`config.mk`:
```
export PLATFORM = sky130hd
export DESIGN_NAME = program_loader
export DESIGN_NICKNAME = d
export VERILOG_FILES = /design/src/rtl/calcu16_pkg.sv /design/src/rtl/word_assembler.sv /design/src/rtl/program_loader.sv
export SDC_FILE = /design/constraint.sdc
export NUM_CORES = 1
export LEC_CHECK = 0
export CAP_MARGIN = 30
export CORE_ASPECT_RATIO = 0.5
export CORE_UTILIZATION = 40
export DETAILED_ROUTE_END_ITERATION = 7
export DONT_BUFFER_PORTS = 1
export HOLD_SLACK_MARGIN = 0.03
export SETUP_SLACK_MARGIN = 0.15
export SYNTH_ARGS = -nofsm -noshare
export SYNTH_HDL_FRONTEND = slang
export SYNTH_SLANG_ARGS = --single-unit
```
`constraint.sdc`:
```
create_clock -name clk -period 2.05 [get_ports clk]
set_input_delay 0.41 -clock clk [delete_from_list [all_inputs] [get_ports clk]]
set_output_delay 0.41 -clock clk [all_outputs]
set_load 0.05 [all_outputs]
```
`src/rtl/calcu16_pkg.sv`:
```
// Shared constants, types and loader state encoding for the calcu16 program loader.
package calcu16_pkg;

    localparam int unsigned WORD_WIDTH     = 26;
    localparam int unsigned ADDR_WIDTH     = 16;
    localparam int unsigned LEN_WIDTH      = 16;
    localparam int unsigned BYTE_WIDTH     = 8;
    localparam int unsigned BYTES_PER_WORD = 4;
    localparam int unsigned CNT_WIDTH      = 2;
    localparam int unsigned HOLD_WIDTH     = (BYTES_PER_WORD - 1) * BYTE_WIDTH;

    typedef logic [WORD_WIDTH-1:0] word_t;
    typedef logic [ADDR_WIDTH-1:0] addr_t;
    typedef logic [LEN_WIDTH-1:0]  len_t;
    typedef logic [BYTE_WIDTH-1:0] byte_t;

    typedef struct packed {
        addr_t addr;
        word_t data;
    } mem_wr_t;

    typedef enum logic [3:0] {
        ST_IDLE,
        ST_LEN_HI,
        ST_LEN_LO,
        ST_ADDR_HI,
        ST_ADDR_LO,
        ST_DATA,
        ST_WRITE,
        ST_CHECK,
        ST_DONE,
        ST_ERROR
    } loader_state_t;

endpackage

```
`src/rtl/word_assembler.sv`:
```
// Shifts data bytes MSB-first into an instruction word, counts bytes per word
// and keeps the running XOR checksum of every data byte.
module word_assembler
    import calcu16_pkg::*;
(
    input  logic  clk,
    input  logic  resetN,
    input  logic  i_clear,
    input  logic  i_shift,
    input  byte_t i_byte,
    output word_t o_word_c,
    output logic  o_word_ready_c,
    output byte_t o_chk
);

    logic [HOLD_WIDTH-1:0] r_hold;
    logic [CNT_WIDTH-1:0]  r_cnt;
    byte_t                 r_chk;

    // The 4th byte completes the word combinationally so the write can be launched on the same edge.
    assign o_word_c       = WORD_WIDTH'({r_hold, i_byte});
    assign o_word_ready_c = i_shift && (r_cnt == CNT_WIDTH'(BYTES_PER_WORD - 1));
    assign o_chk          = r_chk;

    always_ff @(posedge clk or negedge resetN) begin
        if (!resetN) begin
            r_hold <= '0;
            r_cnt  <= '0;
            r_chk  <= '0;
        end else if (i_clear) begin
            r_hold <= '0;
            r_cnt  <= '0;
            r_chk  <= '0;
        end else if (i_shift) begin
            r_hold <= {r_hold[HOLD_WIDTH-BYTE_WIDTH-1:0], i_byte};
            r_cnt  <= r_cnt + CNT_WIDTH'(1);
            r_chk  <= r_chk ^ i_byte;
        end
    end

endmodule

```
`src/rtl/program_loader.sv`:
```
// Framed byte-stream loader: parses length/address header, writes assembled
// words to instruction RAM and holds the CPU until the checksum byte is judged.
module program_loader
    import calcu16_pkg::*;
(
    input  logic                  clk,
    input  logic                  resetN,
    input  logic                  start,
    input  logic [BYTE_WIDTH-1:0] rxData,
    input  logic                  rxValid,
    output logic                  rxReady,
    output logic                  memLoad,
    output logic [ADDR_WIDTH-1:0] memAddress,
    output logic [WORD_WIDTH-1:0] memDataIn,
    output logic                  cpuHold,
    output logic                  done,
    output logic                  error
);

    loader_state_t r_state;
    loader_state_t w_state_nxt;

    logic    r_rx_ready;
    logic    r_mem_load;
    logic    r_cpu_hold;
    logic    r_done;
    logic    r_error;
    mem_wr_t r_mem_wr;
    addr_t   r_addr;
    len_t    r_remaining;

    logic    w_accept;
    logic    w_clear;
    logic    w_shift;
    logic    w_rx_ready_nxt;
    logic    w_cpu_hold_nxt;
    word_t   w_word;
    logic    w_word_ready;
    byte_t   w_chk;

    assign w_accept = rxValid && r_rx_ready;
    assign w_clear  = (r_state == ST_IDLE) && start;
    assign w_shift  = (r_state == ST_DATA) && w_accept;

    word_assembler u_word_assembler (
        .clk            (clk),
        .resetN         (resetN),
        .i_clear        (w_clear),
        .i_shift        (w_shift),
        .i_byte         (rxData),
        .o_word_c       (w_word),
        .o_word_ready_c (w_word_ready),
        .o_chk          (w_chk)
    );

    always_ff @(posedge clk or negedge resetN) begin
        if (!resetN) begin
            r_state <= ST_IDLE;
        end else begin
            r_state <= w_state_nxt;
        end
    end

    // Next state plus the state-decoded outputs, registered below.
    always_comb begin
        w_state_nxt    = r_state;
        w_rx_ready_nxt = 1'b0;
        w_cpu_hold_nxt = 1'b0;
        case (r_state)
            ST_IDLE:    if (start)    w_state_nxt = ST_LEN_HI;
            ST_LEN_HI:  if (w_accept) w_state_nxt = ST_LEN_LO;
            ST_LEN_LO:  if (w_accept) w_state_nxt = ST_ADDR_HI;
            ST_ADDR_HI: if (w_accept) w_state_nxt = ST_ADDR_LO;
            ST_ADDR_LO: begin
                if (w_accept) begin
                    w_state_nxt = (r_remaining == '0) ? ST_CHECK : ST_DATA;
                end
            end
            ST_DATA:    if (w_word_ready) w_state_nxt = ST_WRITE;
            ST_WRITE:   w_state_nxt = (r_remaining == '0) ? ST_CHECK : ST_DATA;
            ST_CHECK: begin
                if (w_accept) begin
                    w_state_nxt = (rxData == w_chk) ? ST_DONE : ST_ERROR;
                end
            end
            ST_DONE:    w_state_nxt = ST_IDLE;
            ST_ERROR:   w_state_nxt = ST_IDLE;
            default:    w_state_nxt = ST_IDLE;
        endcase
        case (w_state_nxt)
            ST_LEN_HI, ST_LEN_LO, ST_ADDR_HI, ST_ADDR_LO, ST_DATA, ST_CHECK: begin
                w_rx_ready_nxt = 1'b1;
                w_cpu_hold_nxt = 1'b1;
            end
            ST_WRITE: w_cpu_hold_nxt = 1'b1;
            default: begin
                w_rx_ready_nxt = 1'b0;
                w_cpu_hold_nxt = 1'b0;
            end
        endcase
    end

    // Header capture, write launch and address/count bookkeeping.
    always_ff @(posedge clk or negedge resetN) begin
        if (!resetN) begin
            r_rx_ready  <= 1'b0;
            r_mem_load  <= 1'b0;
            r_cpu_hold  <= 1'b0;
            r_done      <= 1'b0;
            r_error     <= 1'b0;
            r_mem_wr    <= '0;
            r_addr      <= '0;
            r_remaining <= '0;
        end else begin
            r_rx_ready <= w_rx_ready_nxt;
            r_cpu_hold <= w_cpu_hold_nxt;
            r_mem_load <= (w_state_nxt == ST_WRITE);
            if (w_clear) begin
                r_done  <= 1'b0;
                r_error <= 1'b0;
            end else if (w_state_nxt == ST_DONE) begin
                r_done  <= 1'b1;
            end else if (w_state_nxt == ST_ERROR) begin
                r_error <= 1'b1;
            end
            if (w_accept) begin
                case (r_state)
                    ST_LEN_HI:  r_remaining[LEN_WIDTH-1 -: BYTE_WIDTH]  <= rxData;
                    ST_LEN_LO:  r_remaining[BYTE_WIDTH-1:0]             <= rxData;
                    ST_ADDR_HI: r_addr[ADDR_WIDTH-1 -: BYTE_WIDTH]      <= rxData;
                    ST_ADDR_LO: r_addr[BYTE_WIDTH-1:0]                  <= rxData;
                    default: ;
                endcase
            end
            if (w_word_ready) begin
                r_mem_wr.addr <= r_addr;
                r_mem_wr.data <= w_word;
                r_addr        <= r_addr + ADDR_WIDTH'(1);
                r_remaining   <= r_remaining - LEN_WIDTH'(1);
            end
        end
    end

    assign rxReady    = r_rx_ready;
    assign memLoad    = r_mem_load;
    assign memAddress = r_mem_wr.addr;
    assign memDataIn  = r_mem_wr.data;
    assign cpuHold    = r_cpu_hold;
    assign done       = r_done;
    assign error      = r_error;

endmodule

```
# Word-level counts from Yosys, hierarchy flattened
# Index checks and enable logic that the tools add are counted.
word_totals:
  wordCells: 90
  output_inout_bits: 47
  in_bits: 12
  register_bits: 111
classes:
  n_addsub: 3
  n_mux: 31
  bitwise: 1
  n_reduce_logical: 21
  n_eq_ne: 19
op_table:
  columns: ["op", "count"]
  rows:
  - ["two-way mux 16 bit", 4]
  - ["two-way mux 8 bit", 6]
  - ["two-way mux 18 bit", 2]
  - ["equality test 4 x 3 -> 1 bit (second input constant)", 8]
  - ["one-hot mux 4 bit (8 select lines)", 1]
  - ["two-way mux 4 bit", 7]
  - ["adder 16 x 1 -> 16 bit (second input constant)", 1]
  - ["equality test 4 x 2 -> 1 bit (second input constant)", 4]
  - ["zero test 16 bit", 1]
  - ["nonzero test 2 bit", 8]
  - ["subtractor 16 x 1 -> 16 bit (second input constant)", 1]
  - ["AND reduction 2 bit", 5]
  - ["equality test 4 x 1 -> 1 bit (second input constant)", 2]
  - ["equality test 4 bit (second input constant)", 2]
  - ["equality test 8 bit", 1]
  - ["two-way mux 1 bit", 8]
  - ["bitwise XOR 8 bit", 1]
  - ["OR reduction 7 bit", 1]
  - ["two-way mux 2 bit", 3]
  - ["OR reduction 6 bit", 1]
  - ["logical AND 1 bit", 4]
  - ["zero test 4 bit", 1]
  - ["adder 2 x 1 -> 2 bit (second input constant)", 1]
  - ["equality test 2 bit (second input constant)", 1]
  - ["inequality test 2 x 1 -> 1 bit (second input constant)", 1]

# Logic depth before layout (Yosys ltp)
# Gate-level depths: netlist of the first run.
logic_depth:
  ltp_word: 9
  depth_mapped: 10

# Modules after synthesis
# Synthesis of the first run repeated with hierarchy kept, for this count alone.
hier_totals:
  hier_cells: 471
  hier_area_um2: 5457.7
by_module_without_submodules:
  columns: ["mod", "cells_per_inst", "area_each_um2", "n_inst"]
  rows:
  - ["program_loader", 362, 4155.2, 1]
  - ["word_assembler", 109, 1302.5, 1]

# Worst setup path after synthesis of the first run
# Ideal clock, no wire load.
synth_path:
  path_kind: "register to register"
  from: "reg r_rx_ready (netlist: rxReady)"
  to: "reg r_remaining[13]"
  path_buffers: 1
  arrival_ns: 1.815
  setup_time_ns: 0.120
  t_required_ns: 1.930
  slack_ns: 0.115
  period_less_slack_ns: 1.935
  path_stages_with_launch: 8
  path_cell_list: "dfrtp_1 and3_1 buf_4 nand3_4 inv_6 nand3_4 or3_1 a31o_1"
synth_via:
  elab_chain_cells: 5
  word_cells_on_any_way: 7
  classes_between: "1 x mux; 6 x reduce/logical"
synth_rtl:
  columns: ["item", "line_no", "source"]
  rows:
  - ["start, declared", "program_loader.sv:23", "logic r_rx_ready;"]
  - ["start signal, assigned", "program_loader.sv:115", "r_rx_ready <= w_rx_ready_nxt;"]
  - ["logical AND 1 bit (*)", "program_loader.sv:41", "assign w_accept = rxValid && r_rx_ready;"]
  - ["logical AND 1 bit", "program_loader.sv:43", "assign w_shift = (r_state == ST_DATA) && w_accept;"]
  - ["logical AND 1 bit", "word_assembler.sv:22", "assign o_word_ready_c = i_shift && (r_cnt == CNT_WIDTH'(BYTES_PER_WORD - 1));"]
  - ["nonzero test 2 bit (no source line)", null, null]
  - ["AND reduction 2 bit (no source line)", null, null]
  - ["end signal, assigned by index", "program_loader.sv:128", "ST_LEN_HI: r_remaining[LEN_WIDTH-1 -: BYTE_WIDTH] <= rxData;"]
  - ["end signal, assigned by index", "program_loader.sv:129", "ST_LEN_LO: r_remaining[BYTE_WIDTH-1:0] <= rxData;"]
  - ["end signal, assigned", "program_loader.sv:139", "r_remaining <= r_remaining - LEN_WIDTH'(1);"]
  - ["end, declared", "program_loader.sv:30", "len_t r_remaining;"]
# Every way passes the cells marked *; elsewhere a longest branch is shown, timed or not.
# A chain may end at the register's enable or synchronous reset.

# Worst setup path in the final report of the first run
layout_path:
  from: "reg r_remaining[6]"
  to: "reg r_rx_ready (netlist: rxReady)"
layout_via:
  elab_chain_cells: 7
  word_cells_on_any_way: 12
  classes_between: "6 x eq/ne; 4 x mux; 2 x reduce/logical"
layout_rtl:
  columns: ["item", "line_no", "source"]
  rows:
  - ["zero test 16 bit (*)", "program_loader.sv:76, program_loader.sv:80", null]
  - ["two-way mux 2 bit (*)", "program_loader.sv:76, program_loader.sv:80", null]
  - ["two-way mux 4 bit", "program_loader.sv:75", "if (w_accept) begin"]
  - ["one-hot mux 4 bit (8 select lines) (*)", "program_loader.sv:69", "case (r_state)"]
  - ["via w_state_nxt[1]", "program_loader.sv:21", "loader_state_t w_state_nxt;"]
  - ["equality test 4 x 1 -> 1 bit (tied with other cells)", "program_loader.sv:90", "case (w_state_nxt)"]
  - ["OR reduction 6 bit (*)", "program_loader.sv:90", null]
  - ["two-way mux 1 bit (*)", "program_loader.sv:90", null]
  - ["via w_rx_ready_nxt", "program_loader.sv:35", "logic w_rx_ready_nxt;"]
# Mark *: on every way through the listed nets, which the timed path passes. The rest lies on a longest branch.

==> results.sh, run 1 <==
export IMPL_cts_sinks=111
export IMPL_cp_arrival_ns=2.09
export IMPL_holdWs_ns=-0.260
export IMPL_grt_pass1_vias=3875
export IMPL_cellPowerDensity_mw_per_mm2=1600
export IMPL_p_clk_share_pct=19.0
export IMPL_path_class="flip-flop to flip-flop"
export IMPL_grt_start_max_net_pins=112
export IMPL_syn_inst=569
export IMPL_tightestPinTransition_ns=0.501
export IMPL_p_int_w=0.00495
export IMPL_start_util_pct=42.2
export IMPL_switchingPower_w=0.00428
export IMPL_cts_buffers=9
export IMPL_final_antenna_net_count=0
export IMPL_synth_seq_cells=111
export IMPL_cp_buffers_inverters=1
export IMPL_drt_pass1_iter_count=5
export IMPL_drc_errors=0
export IMPL_synth_top_family_by_area="simple AND/OR/NAND/NOR gates"
export IMPL_swShare_pct=46.4
export IMPL_pwr_share_comb_pct=24.7
export IMPL_cap_violations=0
export IMPL_fp_dieH_um=82.2
export IMPL_cp_start_kind="flip-flop"
export IMPL_num_antenna_cells=0
export IMPL_grt_ovfl_total=0
export IMPL_max_slew_margin_pct=66.6
export IMPL_p_leak_nw=2.61
export IMPL_synth_xor_area_share_pct=1.87
export IMPL_min_period_over_period_pct=88.6
export IMPL_nNetsFinal=590
export IMPL_synth_flop_cell="dfrtp_1"
export IMPL_wl_um=12500
export IMPL_clockBufferDepth=2
export IMPL_dpl_hpwl_um=8250
export IMPL_cp_top_family="simple AND/OR/NAND/NOR gates"
export IMPL_core_mm2=0.0122
export IMPL_clock_latency_ns=0.36
export IMPL_htreeDepth=3
export IMPL_die_area_mm2=0.0134
export IMPL_worst_ir_drop_vdd_mv=0.566
export IMPL_cts_tree="yes"
export IMPL_path_cells="nor4_2 -> nand2_1 -> nor4_2 -> buf_4 -> a41o_2 -> nor3_2 -> nor3_2"
export IMPL_layout_common_cells="nand2_1 (171), dfrtp_1 (109), a21oi_1 (42), nor2_1 (38), o21ai_0 (36)"
export IMPL_synth_simple_area_share_pct=23.3
export IMPL_synth_distinct_cells=54
export IMPL_synth_compound_area_share_pct=15.3
export IMPL_violations="negative hold slack"
export IMPL_drive_gt1_share_pct=12.3
export IMPL_rsz0062_at_grt="false"
export IMPL_fin_skew_ns=0.0148
export IMPL_stdcell_area_mm2=0.00576
export IMPL_synth_area_per_cell_um2=9.05
export IMPL_antenna_found_initial=0
export IMPL_place_area_mm2=0.00537
export IMPL_yosysSeqAreaShare_pct=53.9
export IMPL_syn_num_nets=585
export IMPL_mostFrequentLayoutCell="nand2_1"
export IMPL_synth_mux_area_share_pct=0
export IMPL_drtIter0Drc=323
export IMPL_critPathSlowestCell="dfrtp_1"
export IMPL_track_usage_pct=19.9
export IMPL_pwr_share_seq_pct=56.2
export IMPL_yosys_warnings=0
export IMPL_crit_path_end_kind="flip-flop"
export IMPL_num_vias=4065
export IMPL_clk_pin_slew_ns=0.08
export IMPL_maxSlewViolCount=0
export IMPL_synth_adder_area_share_pct=0.972
export IMPL_viasPerCell=5.46
export IMPL_hold_path_class="input port to asynchronous set/reset pin"
export IMPL_nFillCells=1190
export IMPL_outcome="complete, but fails checks"
export IMPL_ios=59
export IMPL_grt_pass1_wl_um=20400
export IMPL_die_width_um=162
export IMPL_max_freq_mhz=551
export IMPL_wire_per_inst_um=16.7
export IMPL_gp_congestion=0.932
export IMPL_critPathMaxStageDelay_ns=0.48
export IMPL_io_buffers=0
export IMPL_areaGrowthSynthToFinish_pct=11.9
export IMPL_cts_root_buf="clkbuf_16"
export IMPL_async_reset_ff_share_pct=100
export IMPL_worstPathRequired_ns=2.33
export IMPL_layout_min_cycle_time_ns=1.82
export IMPL_num_rows=28
export IMPL_synth_edff_count=0
export IMPL_finalHoldViolCount=111
export IMPL_finalSetupViolCount=0
export IMPL_final_setup_tns_ns=0
export IMPL_path_max_fanout=8
export IMPL_syn_area_mm2=0.00515
registers in the layout, indices dropped and copies added, names as in the netlist:
name / flops
cpuHold: 1
done: 1
r_remaining: 16
memLoad: 1
r_addr: 16
error: 1
rxReady: 1
r_state: 4
u_word_assembler.r_hold: 18
u_word_assembler.r_cnt: 2
u_word_assembler.o_chk: 8
memDataIn: 26
memAddress: 16
stage by stage:
step / power (W) / utilization (%) / setup slack [ns] / std cells
final: 0.00923 / 47.3 / 0.234 / 744
after global routing: 0.00987 / 47.3 / 0.0658 / 744
after CTS: 0.00923 / 46.5 / 0.168 / 738
after detailed placement: 0.00745 / 44.0 / 0.179 / 722
after global placement: 0.00738 / 44.0 / 0.236 / 722
after floorplan: 0.00678 / - / 0.282 / 569
synthesized netlist by cell type, drive strengths merged (3+ instances only):
cell / number / area (µm²)
a21oi: 42 / 210
a221o: 3 / 30.0
a22o: 9 / 78.8
a311oi: 3 / 32.5
and3: 5 / 31.3
buf: 20 / 116
clkbuf: 16 / 70.1
dfrtp: 111 / 2780
ha: 4 / 50.1
inv: 12 / 50.1
nand2: 173 / 652
nand3: 22 / 140
nand4: 5 / 31.3
nor2: 40 / 153
nor3: 8 / 55.1
nor4: 6 / 58.8
o211ai: 7 / 52.6
o21ai: 37 / 185
o22ai: 10 / 62.6
o311ai: 3 / 26.3
o31ai: 3 / 27.5
xnor2: 10 / 87.6
area by class of cell:
class / count / area [µm²] / share of cell area (%)
inverters: 12 / 57.6 / 0.999
clock buffers: 9 / 225 / 3.91
flip-flops and latches: 111 / 2780 / 48.2
repair buffers: 30 / 267 / 4.62
multi-input cells: 410 / 2150 / 37.3
well taps: 165 / 206 / 3.58
clock inverters: 7 / 75.1 / 1.30
power by group through the flow:
stage | clock network (W) | registers [W] | logic (W)
finish | 0.00176 | 0.00519 | 0.00228
CTS | 0.00180 | 0.00519 | 0.00223
detailed placement | 0 | 0.00523 | 0.00222
global route | 0.00189 | 0.00534 | 0.00264
floorplan | 0 | 0.00502 | 0.00176
global placement | 0 | 0.00521 | 0.00217
final timing paths:
path,start,end,slack [ns],cells past startpoint
max in group asynchronous,resetN,rxReady$_DFF_PN0_,2.15,0
max reg2reg,r_remaining[6]$_DFFE_PN0P_,rxReady$_DFF_PN0_,0.23,7
max,r_remaining[6]$_DFFE_PN0P_,rxReady$_DFF_PN0_,0.23,7
min reg2reg,u_word_assembler.r_hold[17]$_DFFE_PN0P_,memDataIn[25]$_DFFE_PN0P_,0.47,2
min,resetN,r_remaining[2]$_DFFE_PN0P_,-0.26,0
min in group clk,rxData[6],memDataIn[6]$_DFFE_PN0P_,0.16,2
per-layer routing:
| layer | vias to the layer above | share of wire (%) | GRT usage (%) | wire length, µm |
|---|---|---|---|---|
| li1 | 1950 | - | - | - |
| met1 | 1971 | 49 | 27.5 | 6100 |
| met2 | 119 | 43 | 30.7 | 5310 |
| met3 | 25 | 6.9 | 5.84 | 861 |
| met4 | 0 | 1.4 | 5.28 | 180 |
| met5 | - | 0 | 0 | 0 |
timing repair:
item                                    in CTS  in global routing
endpoints found under the hold margin      111                111
gates resized for setup                      0                 10
endpoints found under the setup margin       0                 39
buffers inserted                             0                  5
worst register-to-register path, stage by stage (launching register included):
cell	delay [ns]
dfrtp_1	0.48
nor4_2	0.32
nand2_1	0.14
nor4_2	0.24
buf_4	0.19
a41o_2	0.20
nor3_2	0.06
nor3_2	0.11
logic make-up after synthesis:
logic type | count (synthesis)
buf+inv | 48
fa+ha+maj | 4
simple gates | 269
xor+xnor | 11
flops | 111
compound gates | 126
Note: power is estimated with default switching activity, not from simulation.
==> run 2: changes to the inputs <==
--- a/config.mk
+++ b/config.mk
@@ -7,10 +7,12 @@
 export LEC_CHECK = 0
 export CAP_MARGIN = 30
 export CORE_ASPECT_RATIO = 0.5
-export CORE_UTILIZATION = 40
+export CORE_MARGIN = 2
+export CORE_UTILIZATION = 55
 export DETAILED_ROUTE_END_ITERATION = 7
 export DONT_BUFFER_PORTS = 1
 export HOLD_SLACK_MARGIN = 0.03
+export PLACE_DENSITY = 0.73
 export SETUP_SLACK_MARGIN = 0.15
 export SYNTH_ARGS = -nofsm -noshare
 export SYNTH_HDL_FRONTEND = slang
==> constraint.sdc (replaced) <==
create_clock -name clk -period 1.6 [get_ports clk]
set_input_delay 0.32 -clock clk [delete_from_list [all_inputs] [get_ports clk]]
set_output_delay 0.32 -clock clk [all_outputs]
set_load 0.05 [all_outputs]
==> results.sh, run 2 (same netlist as run 1, synthesis figures left out) <==
export IMPL_cts_buffers=9
export IMPL_outcome="complete, but fails checks"
export IMPL_grt_pass1_vias=4726
export IMPL_pwr_share_seq_pct=45.9
export IMPL_final_cells=784
export IMPL_wl_um=21500
export IMPL_layout_common_cells="nand2_1 (112), dfrtp_1 (106), buf_4 (66), nand2_4 (33), nand2_2 (28)"
export IMPL_nFillCells=357
export IMPL_met3_usage_pct=9.44
export IMPL_clockBufferDepth=2
export IMPL_rr_worst_depth=6
export IMPL_cts_root_buf="clkbuf_16"
export IMPL_final_antenna_net_count=0
export IMPL_finalSetupViolCount=100
export IMPL_cp_start_kind="flip-flop"
export IMPL_cellPowerDensity_mw_per_mm2=2000
export IMPL_drt_pass1_iter_count=8
export IMPL_cap_violations=0
export IMPL_grt_ovfl_total=0
export IMPL_drive_gt1_share_pct=46.8
export IMPL_track_usage_pct=32.2
export IMPL_fin_skew_ns=0.0171
export IMPL_switchingPower_w=0.00747
export IMPL_mostFrequentLayoutCell="nand2_1"
export IMPL_drc_errors=0
export IMPL_min_period_over_period_pct=118
export IMPL_path_max_fanout=18
export IMPL_pwr_share_comb_pct=38.9
export IMPL_maxSlewViolCount=0
export IMPL_viasPerCell=7.04
export IMPL_setup_ws_ns=-0.288
export IMPL_dpl_hpwl_um=8590
export IMPL_cts_tree="yes"
export IMPL_multiInputGateArea_mm2=0.00298
export IMPL_p_clk_share_pct=15.3
export IMPL_cts_sinks=111
export IMPL_num_rows=24
export IMPL_path_cells="nor3b_4 -> nand3_4 -> buf_4 -> buf_4 -> o21ai_0 -> a21oi_1"
export IMPL_p_int_w=0.00783
export IMPL_dp_cells=712
export IMPL_p_leak_nw=3.59
export IMPL_rr_startpoint="r_state[3]$_DFF_PN0_"
export IMPL_crit_path_end_kind="flip-flop"
export IMPL_core_mm2=0.00889
export IMPL_wire_per_inst_um=27.4
export IMPL_start_util_pct=57.9
export IMPL_tightestPinTransition_ns=0.545
export IMPL_antenna_found_initial=0
export IMPL_htreeDepth=3
export IMPL_fp_dieH_um=72.4
export IMPL_setup_worst_path_start="r_state[3]$_DFF_PN0_"
export IMPL_grt_start_max_net_pins=112
export IMPL_clock_latency_ns=0.37
export IMPL_dp_slack_ns=-0.166
export IMPL_nNetsFinal=678
export IMPL_hold_path_class="input port to asynchronous set/reset pin"
export IMPL_reg2reg_slack_ns=-0.29
export IMPL_swShare_pct=48.8
export IMPL_crit_top_cell="buf_4"
export IMPL_grt_busiest_layer="met2"
export IMPL_grt_use_met2_pct=50.7
export IMPL_max_freq_mhz=530
export IMPL_die_area_mm2=0.0102
export IMPL_grt_pass1_wl_um=25000
export IMPL_largest_reg_flops=26
export IMPL_clk_pin_slew_ns=0.09
export IMPL_layout_min_cycle_time_ns=1.89
export IMPL_ios=59
export IMPL_die_width_um=141
export IMPL_num_antenna_cells=0
export IMPL_rsz0062_at_grt="true"
export IMPL_max_slew_margin_pct=63.6
export IMPL_worst_ir_drop_vdd_mv=1.01
export IMPL_holdWs_ns=-0.363
export IMPL_violations="negative hold slack, negative setup slack"
export IMPL_areaGrowthSynthToFinish_pct=48.7
export IMPL_gp_congestion=0.867
export IMPL_seq_area_mm2=0.00278
export IMPL_num_vias=5519
export IMPL_cp_arrival_ns=2.14
export IMPL_critPathMaxStageDelay_ns=0.43
export IMPL_worstPathRequired_ns=1.85
export IMPL_gr_usage_met1_pct=43.0
export IMPL_drtIter0Drc=741
export IMPL_critPathSlowestCell="dfrtp_1"
export IMPL_path_class="flip-flop to flip-flop"
export IMPL_io_buffers=0
export IMPL_finalHoldViolCount=111
export IMPL_r2r_end="r_addr[2]$_DFFE_PN0P_"
run 2: area by class of cell:
cell class	count	share of cell area (%)
Timing Repair Buffer	118	18.2
Clock buffer	10	3.12
Sequential cell	111	36.4
Tap cell	117	1.91
Clock inverter	6	0.752
Multi-Input combinational cell	410	39.0
Inverter	12	0.686
run 2: worst max path at each step:
stage | to | cells after the start
global placement | r_addr[0]$_DFFE_PN0P_ | 5
detailed placement | r_remaining[9]$_DFFE_PN0P_ | 7
floorplan | r_remaining[13]$_DFFE_PN0P_ | 7
CTS | r_remaining[14]$_DFFE_PN0P_ | 7
finish | r_addr[2]$_DFFE_PN0P_ | 6
global route | r_addr[4]$_DFFE_PN0P_ | 8
run 2: repair_timing:
action                                 CTS  global route
cloned                                  12             2
setup buffers                           21            21
setup endpoints to repair               99           109
resized for setup                      154           134
pin swaps                               49            48
endpoints found under the hold margin  111           111
run 2: power groups by stage:
stage	Clock, W	Combinational, W	Sequential (W)
6_report	0.00234	0.00595	0.00702
2_1_floorplan	0	0.00232	0.00644
3_3_place_gp	0	0.00328	0.00663
3_5_place_dp	0	0.00339	0.00666
4_1_cts	0.00226	0.00450	0.00664
5_1_grt	0.00243	0.00621	0.00708
run 2: routing by layer:
layer  part of all wire (%)  vias to the layer above  wire length (µm)
met4                    7.5                        0              1610
met3                     13                      178              2740
met5                      0                        -                 0
met1                     37                     2660              7940
li1                       -                     2142                 -
met2                     43                      539              9220
run 2: critical path: cells and delay by family (launching register included):
kind | cells | cell delay [ns]
AOI/OAI and AO/OA | 2 | 0.39
DFF | 1 | 0.43
and+or+nand+nor | 2 | 0.49
buffers and inverters | 2 | 0.46
run 2: per-stage QoR:
stage                     total power, W  setup TNS [ns]  util [%]  area [µm²]
after global routing              0.0157          -16.39      86.1        7660
after detailed placement          0.0101           -2.36      63.7        5660
after global placement           0.00991           -1.10      63.7        5660
final                             0.0153          -12.06      86.1        7660
after CTS                         0.0134          -0.951      77.9        6920
after floorplan                  0.00876           -2.34         -        5220
==> run 3: changes to the inputs <==
--- a/config.mk
+++ b/config.mk
@@ -6,7 +6,6 @@
 export NUM_CORES = 1
 export LEC_CHECK = 0
 export CAP_MARGIN = 30
-export CORE_ASPECT_RATIO = 0.5
 export CORE_MARGIN = 2
 export CORE_UTILIZATION = 55
 export DETAILED_ROUTE_END_ITERATION = 7
==> results.sh, run 3 (same netlist as run 1, synthesis figures left out) <==
export IMPL_place_area_mm2=0.00566
export IMPL_final_setup_tns_ns=-8.37
export IMPL_grt_start_max_net_pins=112
export IMPL_clk_pin_slew_ns=0.12
export IMPL_cts_sinks=111
export IMPL_rsz0062_at_grt="true"
export IMPL_final_antenna_net_count=0
export IMPL_track_usage_pct=31.1
export IMPL_clockBufferDepth=2
export IMPL_start_util_pct=56.3
export IMPL_worstPathRequired_ns=1.90
export IMPL_drive_gt1_share_pct=42.9
export IMPL_tightestPinTransition_ns=0.528
export IMPL_cts_buffers=9
export IMPL_holdWs_ns=-0.400
export IMPL_cp_start_kind="flip-flop"
export IMPL_io_buffers=0
export IMPL_num_vias=4921
export IMPL_num_antenna_cells=0
export IMPL_grt_pass1_vias=4731
export IMPL_die_area_mm2=0.0102
export IMPL_violations="negative hold slack, negative setup slack"
export IMPL_grt_ovfl_total=0
export IMPL_cap_violations=0
export IMPL_dpl_hpwl_um=8420
export IMPL_grt_pass1_wl_um=24200
export IMPL_clock_latency_ns=0.40
export IMPL_maxSlewViolCount=0
export IMPL_seq_area_mm2=0.00278
export IMPL_die_width_um=101
export IMPL_outcome="complete, but fails checks"
export IMPL_cellPowerDensity_mw_per_mm2=1910
export IMPL_gp_congestion=0.886
export IMPL_critPathMaxStageDelay_ns=0.44
export IMPL_cts_tree="yes"
export IMPL_drtIter0Drc=397
export IMPL_largest_reg_flops=26
export IMPL_antenna_found_initial=0
export IMPL_drc_errors=0
export IMPL_max_freq_mhz=541
export IMPL_crit_top_cell="buf_6"
export IMPL_max_slew_margin_pct=64.8
export IMPL_num_rows=35
export IMPL_mostFrequentLayoutCell="nand2_1"
export IMPL_cts_root_buf="clkbuf_8"
export IMPL_drt_pass1_iter_count=5
export IMPL_fp_dieH_um=101
export IMPL_ios=59
export IMPL_critPathSlowestCell="dfrtp_1"
export IMPL_hold_path_class="input port to asynchronous set/reset pin"
export IMPL_setup_ws_ns=-0.249
export IMPL_fin_skew_ns=0.0191
export IMPL_areaGrowthSynthToFinish_pct=43.7
export IMPL_path_class="flip-flop to flip-flop"
export IMPL_worst_ir_drop_vdd_mv=1.27
export IMPL_crit_path_end_kind="flip-flop"
export IMPL_multiInputGateArea_mm2=0.00291
export IMPL_layout_min_cycle_time_ns=1.85
export IMPL_stdcell_area_mm2=0.00740
export IMPL_finalSetupViolCount=93
export IMPL_core_mm2=0.00915
export IMPL_layout_common_cells="nand2_1 (113), dfrtp_1 (108), buf_4 (56), nand2_2 (41)"
export IMPL_nFillCells=469
export IMPL_htreeDepth=3
export IMPL_viasPerCell=6.37
export IMPL_wl_um=17300
export IMPL_path_max_fanout=7
export IMPL_path_cells="buf_6 -> buf_6 -> nand2b_4 -> nor3_4 -> buf_6 -> buf_12 -> nand2_4 -> xor2_1 -> nor2_1"
export IMPL_wire_per_inst_um=22.3
export IMPL_finalHoldViolCount=111
export IMPL_nNetsFinal=673
export IMPL_p_leak_nw=3.37
export IMPL_cp_arrival_ns=2.14
export IMPL_min_period_over_period_pct=116
## run 3: changes by cell type in the layout (fill, tap and decap cells not counted), sizes merged
cell,previous run,this run
inv,16,15
bufbuf,0,1
dlygate4sd3,0,6
clkinvlp,2,1
clkinv,0,3
buf,114,105
clkbuf,14,10
## run 3: where the power goes
group	total, W	internal, W	switching, W
combinational	0.00555	0.00272	0.00283
sequential	0.00685	0.00395	0.00289
clock	0.00175	0.000615	0.00114
total	0.0141	0.00729	0.00686
## run 3: critical path, delay by kind of cell, from the launching register on
| kind | cells | cell delay, ns |
|---|---|---|
| AND/OR/NAND/NOR | 4 | 0.54 |
| buffers and inverters | 4 | 0.53 |
| flip-flops | 1 | 0.44 |
| XOR/XNOR | 1 | 0.22 |
## run 3: path summary, 6_finish.rpt
path,endpoint,slack (ns),cells past startpoint,startpoint
setup / recovery,u_word_assembler.o_chk[0]$_DFFE_PN0P_,-0.25,9,r_state[3]$_DFF_PN0_
hold / removal,r_addr[0]$_DFFE_PN0P_,-0.40,0,resetN
setup reg to reg,u_word_assembler.o_chk[0]$_DFFE_PN0P_,-0.25,9,r_state[3]$_DFF_PN0_
hold reg to reg,memDataIn[24]$_DFFE_PN0P_,0.50,2,u_word_assembler.r_hold[16]$_DFFE_PN0P_
max in group asynchronous,r_remaining[3]$_DFFE_PN0P_,1.87,0,resetN
min in group clk,memDataIn[0]$_DFFE_PN0P_,0.03,2,rxData[0]
## run 3: final cells by class
cell class	instances	area share, %
multi-input combinational	410	39.3
timing repair buffer	113	17.8
clock buffer	9	1.67
sequential	111	37.6
clock inverter	7	0.981
inverter	12	0.795
tap	111	1.88
## run 3: what timing repair did
action | in CTS | in global routing
pin swaps | 69 | 41
setup endpoints to repair | 105 | 110
endpoints found under the hold margin | 116 | 112
buffers inserted | 17 | 18
gates cloned | 10 | 0
resized for setup | 172 | 93
hold buffers | 5 | 1
## run 3: per-layer routing
layer / track usage (%) / routed length, µm / part of all wire [%] / vias to the layer above
met2: 52.5 / 8660 / 50 / 289
li1: - / - / - / 2132
met5: 0 / 0 / 0 / -
met3: 7.21 / 1460 / 8.5 / 83
met4: 11.7 / 830 / 4.8 / 0
met1: 39.2 / 6300 / 36 / 2417
## run 3: per-stage QoR
| stage | setup slack [ns] | utilization [%] | hold slack, ns | power [W] | instances |
|---|---|---|---|---|---|
| after global routing | -0.353 | 80.8 | -0.414 | 0.0147 | 773 |
| after global placement | -0.136 | 61.8 | 0.0273 | 0.00986 | 706 |
| final | -0.249 | 80.8 | -0.400 | 0.0141 | 773 |
| after detailed placement | -0.190 | 61.8 | 0.0280 | 0.0101 | 706 |
| after CTS | -0.120 | 75.1 | -0.402 | 0.0130 | 754 |
| after floorplan | -0.161 | - | 0.0244 | 0.00876 | 569 |
